--- src/rtl/alu_bank_core.sv ---
`default_nettype none
// ============================================================================
//  Module      : alu_bank_core
//  Description : Two-unit ALU bank (arithmetic + logic/shift) with a fixed
//                two-cycle IDLE -> EXEC -> DONE sequence and a busy/valid
//                handshake. Result and {N,Z,C,V} flags are held until the
//                next completion.
//  Revision    : 1.0  initial release
// ============================================================================
module alu_bank_core #(
    parameter int DATA_WIDTH = 32
) (
    input  logic                  clk,
    input  logic                  rst_n,
    input  logic [DATA_WIDTH-1:0] operand_a,
    input  logic [DATA_WIDTH-1:0] operand_b,
    input  logic [5:0]            opcode,
    input  logic                  enable,
    input  logic                  alu_select,
    output logic [DATA_WIDTH-1:0] result,
    output logic [3:0]            flags,
    output logic                  valid,
    output logic                  busy
);

    localparam int c_SH_W = $clog2(DATA_WIDTH);
    localparam int c_MSB  = DATA_WIDTH - 1;
    localparam logic [c_SH_W:0]       c_WIDTH = (c_SH_W + 1)'(DATA_WIDTH);
    localparam logic [DATA_WIDTH-1:0] c_ONE   = {{(DATA_WIDTH-1){1'b0}}, 1'b1};
    localparam logic [DATA_WIDTH-1:0] c_ZERO  = '0;

    // Arithmetic unit sub-opcodes
    localparam logic [3:0] c_OP_ADD  = 4'h0;
    localparam logic [3:0] c_OP_SUB  = 4'h1;
    localparam logic [3:0] c_OP_INC  = 4'h2;
    localparam logic [3:0] c_OP_DEC  = 4'h3;
    localparam logic [3:0] c_OP_MUL  = 4'h4;
    localparam logic [3:0] c_OP_NEG  = 4'h5;
    localparam logic [3:0] c_OP_PASS = 4'h6;
    // Logic/shift unit sub-opcodes
    localparam logic [3:0] c_OP_AND  = 4'h0;
    localparam logic [3:0] c_OP_OR   = 4'h1;
    localparam logic [3:0] c_OP_XOR  = 4'h2;
    localparam logic [3:0] c_OP_NOT  = 4'h3;
    localparam logic [3:0] c_OP_NAND = 4'h4;
    localparam logic [3:0] c_OP_NOR  = 4'h5;
    localparam logic [3:0] c_OP_SHL  = 4'h6;
    localparam logic [3:0] c_OP_SHR  = 4'h7;
    localparam logic [3:0] c_OP_SAR  = 4'h8;
    localparam logic [3:0] c_OP_ROL  = 4'h9;
    localparam logic [3:0] c_OP_ROR  = 4'hA;
    localparam logic [3:0] c_OP_XNOR = 4'hB;

    typedef enum logic [1:0] {
        S_IDLE = 2'd0,
        S_EXEC = 2'd1,
        S_DONE = 2'd2
    } state_t;

    state_t                r_state;
    logic [DATA_WIDTH-1:0] r_a;
    logic [DATA_WIDTH-1:0] r_b;
    logic [5:0]            r_op;
    logic                  r_sel;
    logic [DATA_WIDTH-1:0] r_result;
    logic [3:0]            r_flags;
    logic                  r_valid;
    logic                  r_busy;

    logic [DATA_WIDTH-1:0]   w_x;
    logic [DATA_WIDTH-1:0]   w_y;
    logic [DATA_WIDTH:0]     w_sum;
    logic [DATA_WIDTH:0]     w_diff;
    logic                    w_add_v;
    logic                    w_sub_v;
    logic [2*DATA_WIDTH-1:0] w_prod;
    logic                    w_mul_hi;
    logic [c_SH_W-1:0]       w_sh;
    logic                    w_sh_nz;
    logic [c_SH_W:0]         w_rsh;
    logic [DATA_WIDTH:0]     w_shl;
    logic [DATA_WIDTH:0]     w_shr;
    logic [DATA_WIDTH:0]     w_sar;
    logic [DATA_WIDTH-1:0]   w_rol;
    logic [DATA_WIDTH-1:0]   w_ror;
    logic [DATA_WIDTH-1:0]   w_res;
    logic                    w_c;
    logic                    w_v;
    logic                    w_undef;
    logic [3:0]              w_flags;

    // Shared adder/subtractor operand steering: INC/DEC use a constant one,
    // NEG is computed as 0 - a so borrow and overflow fall out of the subtractor.
    always_comb begin
        w_x = r_a;
        w_y = r_b;
        if (r_op[3:0] == c_OP_INC || r_op[3:0] == c_OP_DEC) begin
            w_y = c_ONE;
        end else if (r_op[3:0] == c_OP_NEG) begin
            w_x = c_ZERO;
            w_y = r_a;
        end
    end

    // Datapath primitives; the extra bit on shifts captures the last bit out.
    always_comb begin
        w_sum    = {1'b0, w_x} + {1'b0, w_y};
        w_diff   = {1'b0, w_x} - {1'b0, w_y};
        w_add_v  = (w_x[c_MSB] == w_y[c_MSB]) && (w_sum[c_MSB] != w_x[c_MSB]);
        w_sub_v  = (w_x[c_MSB] != w_y[c_MSB]) && (w_diff[c_MSB] != w_x[c_MSB]);
        w_prod   = {{DATA_WIDTH{1'b0}}, r_a} * {{DATA_WIDTH{1'b0}}, r_b};
        w_mul_hi = |w_prod[2*DATA_WIDTH-1:DATA_WIDTH];
        w_sh     = r_b[c_SH_W-1:0];
        w_sh_nz  = |w_sh;
        w_rsh    = c_WIDTH - {1'b0, w_sh};
        w_shl    = {1'b0, r_a} << w_sh;
        w_shr    = {r_a, 1'b0} >> w_sh;
        w_sar    = $signed({r_a, 1'b0}) >>> w_sh;
        // A shift by the full width yields zero, so sh=0 degenerates cleanly.
        w_rol    = (r_a << w_sh) | (r_a >> w_rsh);
        w_ror    = (r_a >> w_sh) | (r_a << w_rsh);
    end

    // Unit selection and per-operation result/carry/overflow.
    always_comb begin
        w_res   = c_ZERO;
        w_c     = 1'b0;
        w_v     = 1'b0;
        w_undef = 1'b0;
        if (r_op[5:4] == 2'b00 && !r_sel) begin
            case (r_op[3:0])
                c_OP_ADD, c_OP_INC: begin
                    w_res = w_sum[DATA_WIDTH-1:0];
                    w_c   = w_sum[DATA_WIDTH];
                    w_v   = w_add_v;
                end
                c_OP_SUB, c_OP_DEC, c_OP_NEG: begin
                    w_res = w_diff[DATA_WIDTH-1:0];
                    w_c   = w_diff[DATA_WIDTH];
                    w_v   = w_sub_v;
                end
                c_OP_MUL: begin
                    w_res = w_prod[DATA_WIDTH-1:0];
                    w_c   = w_mul_hi;
                    w_v   = w_mul_hi;
                end
                c_OP_PASS: w_res = r_a;
                default:   w_undef = 1'b1;
            endcase
        end else if (r_op[5:4] == 2'b01 && r_sel) begin
            case (r_op[3:0])
                c_OP_AND:  w_res = r_a & r_b;
                c_OP_OR:   w_res = r_a | r_b;
                c_OP_XOR:  w_res = r_a ^ r_b;
                c_OP_NOT:  w_res = ~r_a;
                c_OP_NAND: w_res = ~(r_a & r_b);
                c_OP_NOR:  w_res = ~(r_a | r_b);
                c_OP_XNOR: w_res = ~(r_a ^ r_b);
                c_OP_SHL: begin
                    w_res = w_shl[DATA_WIDTH-1:0];
                    w_c   = w_shl[DATA_WIDTH];
                end
                c_OP_SHR: begin
                    w_res = w_shr[DATA_WIDTH:1];
                    w_c   = w_shr[0];
                end
                c_OP_SAR: begin
                    w_res = w_sar[DATA_WIDTH:1];
                    w_c   = w_sar[0];
                end
                c_OP_ROL: begin
                    w_res = w_rol;
                    w_c   = w_sh_nz & w_rol[0];
                end
                c_OP_ROR: begin
                    w_res = w_ror;
                    w_c   = w_sh_nz & w_ror[c_MSB];
                end
                default: w_undef = 1'b1;
            endcase
        end else begin
            w_undef = 1'b1;
        end
        w_flags = w_undef ? 4'b0100
                          : {w_res[c_MSB], (w_res == c_ZERO), w_c, w_v};
    end

    // Control FSM: capture in IDLE, one compute cycle, publish in DONE.
    always_ff @(posedge clk) begin
        if (!rst_n) begin
            r_state  <= S_IDLE;
            r_a      <= '0;
            r_b      <= '0;
            r_op     <= '0;
            r_sel    <= 1'b0;
            r_result <= '0;
            r_flags  <= '0;
            r_valid  <= 1'b0;
            r_busy   <= 1'b0;
        end else begin
            r_valid <= 1'b0;
            case (r_state)
                S_IDLE: begin
                    if (enable) begin
                        r_a     <= operand_a;
                        r_b     <= operand_b;
                        r_op    <= opcode;
                        r_sel   <= alu_select;
                        r_busy  <= 1'b1;
                        r_state <= S_EXEC;
                    end
                end
                S_EXEC: begin
                    r_state <= S_DONE;
                end
                S_DONE: begin
                    r_result <= w_res;
                    r_flags  <= w_flags;
                    r_valid  <= 1'b1;
                    r_busy   <= 1'b0;
                    r_state  <= S_IDLE;
                end
                default: begin
                    r_busy  <= 1'b0;
                    r_state <= S_IDLE;
                end
            endcase
        end
    end

    assign result = r_result;
    assign flags  = r_flags;
    assign valid  = r_valid;
    assign busy   = r_busy;

endmodule
`default_nettype wire

--- config.mk ---
export PLATFORM = sky130hd
export DESIGN_NAME = alu_bank_core
export DESIGN_NICKNAME = d
export VERILOG_FILES = /design/src/rtl/alu_bank_core.sv
export SDC_FILE = /design/constraint.sdc
export NUM_CORES = 2
export LEC_CHECK = 0
export ABC_AREA = 1
export CORE_MARGIN = 8
export CORE_UTILIZATION = 55
export CTS_BUF_LIST = sky130_fd_sc_hd__clkbuf_16
export CTS_CLUSTER_SIZE = 8
export DETAILED_ROUTE_END_ITERATION = 6
export HOLD_SLACK_MARGIN = 0.15
export PLACE_DENSITY = 0.75
export REMOVE_ABC_BUFFERS = 1
export SLEW_MARGIN = 20
export SYNTH_ARGS = -nofsm -noshare
export SYNTH_HDL_FRONTEND = slang
export SYNTH_SLANG_ARGS = --single-unit
--- constraint.sdc ---
create_clock -name clk -period 7.7 [get_ports clk]
set_input_delay 1.54 -clock clk [delete_from_list [all_inputs] [get_ports clk]]
set_output_delay 1.54 -clock clk [all_outputs]
set_load 0.05 [all_outputs]
==> reports/metrics.yaml <==
hp-start: "r_state[0]"
async_flop_share: 0
clk_latency_ps: 420
layout_min_cycle_time_ps: 7630
cp.required_ps: 8060
crit_type: "reg -> reg"
clock-root-buffer: "clkbuf_16"
first_pass_iters: 7
grt_overflow: 0
ios: 112
gp_congestion: 1.12
tightest_slew_ps: 1450
setup_tns_ps: 0
die_h_um: 334
drive_gt1_frac: 0.0932
synth_top_area_frac: 0.322
cp.arrival_ps: 7980
antenna_found_initial: 19
hold_viol: 0
vias_per_cell: 5.99
drc: 38
total_power_w: 0.0147
final_cell_mix: "nand2_1, inv_1, fa_1, nand3_1, nor2_1"
cts_max_path_buffers: 2
maxCapViolCount: 0
fp.dieW_um: 334
fin_nets: 10300
end_kind: "flop"
synthCells: 8757
slew_viol_final: 0
cp_max_fo: 12
grt_pass1_vias: 58800
period_share: 0.990
cpPeakStageDelay_ps: 570
die-area_mm2: 0.112
area_delta_synth_final_pct: 12.7
hpwlAfterDp_um: 207000
slowest_stage: "xnor2_1"
status: "complete, but fails checks"
ys_ff_latch: 111
portBuffers: 111
floorplan.initialDensity: 0.555
finClkSkew_ps: 14.0
wl_um: 265000
ys_types: 49
worstSetupStartpointType: "flop"
nFillCells: 9208
grt_max_degree: 68
setup_viol: 0
route.vias.total: 61500
row_count: 116
drt_iter0_markers: 9007
hold_slack_ps: 462
grt.total_usage: 0.444
fp.coreArea_mm2: 0.100
cts_sinks: 111
yosysTopAreaCell: "fa_1"
grt_pass1_wl_um: 373000
yosysSeqAreaShare: 0.0399
r2r_slack_ps: 70
slew_headroom: 0.0273
synth-edff-count: 0
antenna_left: 0
mostFrequentLayoutCell: "nand2_1"
avgSynthCellArea_um2: 6.36
hold_class: "reg -> reg"
synth_ff_type: "dfxtp_1"
ir_drop_mv: 0.454
yosys_warnings: 0
fin_util: 0.626
leakage_nw: 34.6
clkTransAtPathRegs_ps: 90
reg2reg_from: "r_b[6]"
place_inst: 10200
path_buf_inv: 7
violations: "DRC"
fin_cells: 10300
cts_buffers: 9
htree_levels: 3
startpoint: "r_b[6]"
crit_family: "adder cells"
clock.fmax_mhz: 131
cts_tree: "built"
netlist_area_mm2: 0.0557
wl_per_cell_um: 25.8
ys_top_cells_by_area: "fa_1, nand2_1, inv_1"
power_density_mw_per_mm2: 235
power by group:
group          switching, W  leakage (nW)  internal (W)  total (W)
Sequential        0.0000795         0.934      0.000617   0.000697
Clock              0.000296         0.163      0.000292   0.000587
Combinational       0.00843          33.5       0.00501     0.0134
Total               0.00881          34.6       0.00592     0.0147
kinds of logic (layout without fill, tap and decap cells):
kind of cell	after synthesis	in the layout	share of synthesized area
simple gates	4276	4276	0.316
buf+inv	2434	2570	0.168
fa+ha+maj	1293	1293	0.411
compound gates	632	632	0.0626
flops	111	111	0.0399
xor+xnor	11	11	0.00173
other cells	0	16	0
stage by stage:
step                      setup slack (ps)  instance area (um^2)
after detailed placement              -270                 60600
after CTS                             2.89                 61000
after floorplan                       -368                 53700
after global routing                 -49.1                 62700
after global placement                -213                 60600
final                                 74.9                 62800
metal layers:
metal | vias up | GRT usage | part of all wire | wire length (um)
met5 | - | 0.00608 | 0.0019 | 498
met4 | 14 | 0.253 | 0.085 | 22400
li1 | 26400 | - | - | -
met3 | 1166 | 0.151 | 0.16 | 41300
met1 | 29000 | 0.582 | 0.36 | 95100
met2 | 4868 | 0.635 | 0.40 | 105000
cell usage after synthesis, types with 8 or more instances:
cell and instances:
buf_2 95, o21ai_1 36, o21ai_0 230, nand3b_1 10, dfxtp_1 111, ha_1 396, inv_1 1929, inv_2 21
buf_4 10, o21bai_1 21, a21oi_1 233, nand3_1 811, clkbuf_1 306, o22ai_1 22, o2111ai_1 8, fa_1 897
o211ai_1 57, nand4_1 78, nor3_1 70, nand2_1 2668, buf_1 61, or2_2 17, nor2_1 566, nand2_2 29
repair_timing:
action | CTS | global route
hold buffers | 0 | 0
cloned | 0 | 17
buffers inserted | 0 | 43
pin swaps | 1 | 76
endpoints found under the setup margin | 5 | 12
resized for setup | 18 | 249
path summary, 6_finish.rpt:
kind | endpoint | cells past startpoint
worst max-delay path | flags[2] | 32
worst min-delay path | r_state[1] | 2
worst max register to register | flags[2] | 32
worst min register to register | r_state[1] | 2
sequential cells by signal, summed over array words and instances (netlist names):
name     cells
busy         1
r_op         6
r_b         32
valid        1
result      32
r_a         32
flags        4
r_sel        1
r_state      2
layout make-up:
cell class / instances / area (um^2) / share of cell area
diodes: 16 / 40.0 / 0.000638
clock buffers: 9 / 225 / 0.00359
clock inverters: 7 / 103 / 0.00163
inverters: 1951 / 7330 / 0.117
multi-input cells: 6212 / 45000 / 0.717
flip-flops and latches: 111 / 2330 / 0.0371
well taps: 1357 / 1700 / 0.0271
repair buffers: 603 / 6060 / 0.0966
worst register-to-register path, delay by kind of cell, from the launching register on:
| kind | cells | cell delay [ps] |
|---|---|---|
| adders and majority gates | 10 | 4260 |
| and+or+nand+nor | 12 | 1190 |
| buffers and inverters | 7 | 820 |
| xor gates and xnor gates | 1 | 570 |
| DFF | 1 | 430 |
| AOI/OAI and AO/OA | 2 | 300 |
No activity file was read; power rests on OpenSTA's default activity.
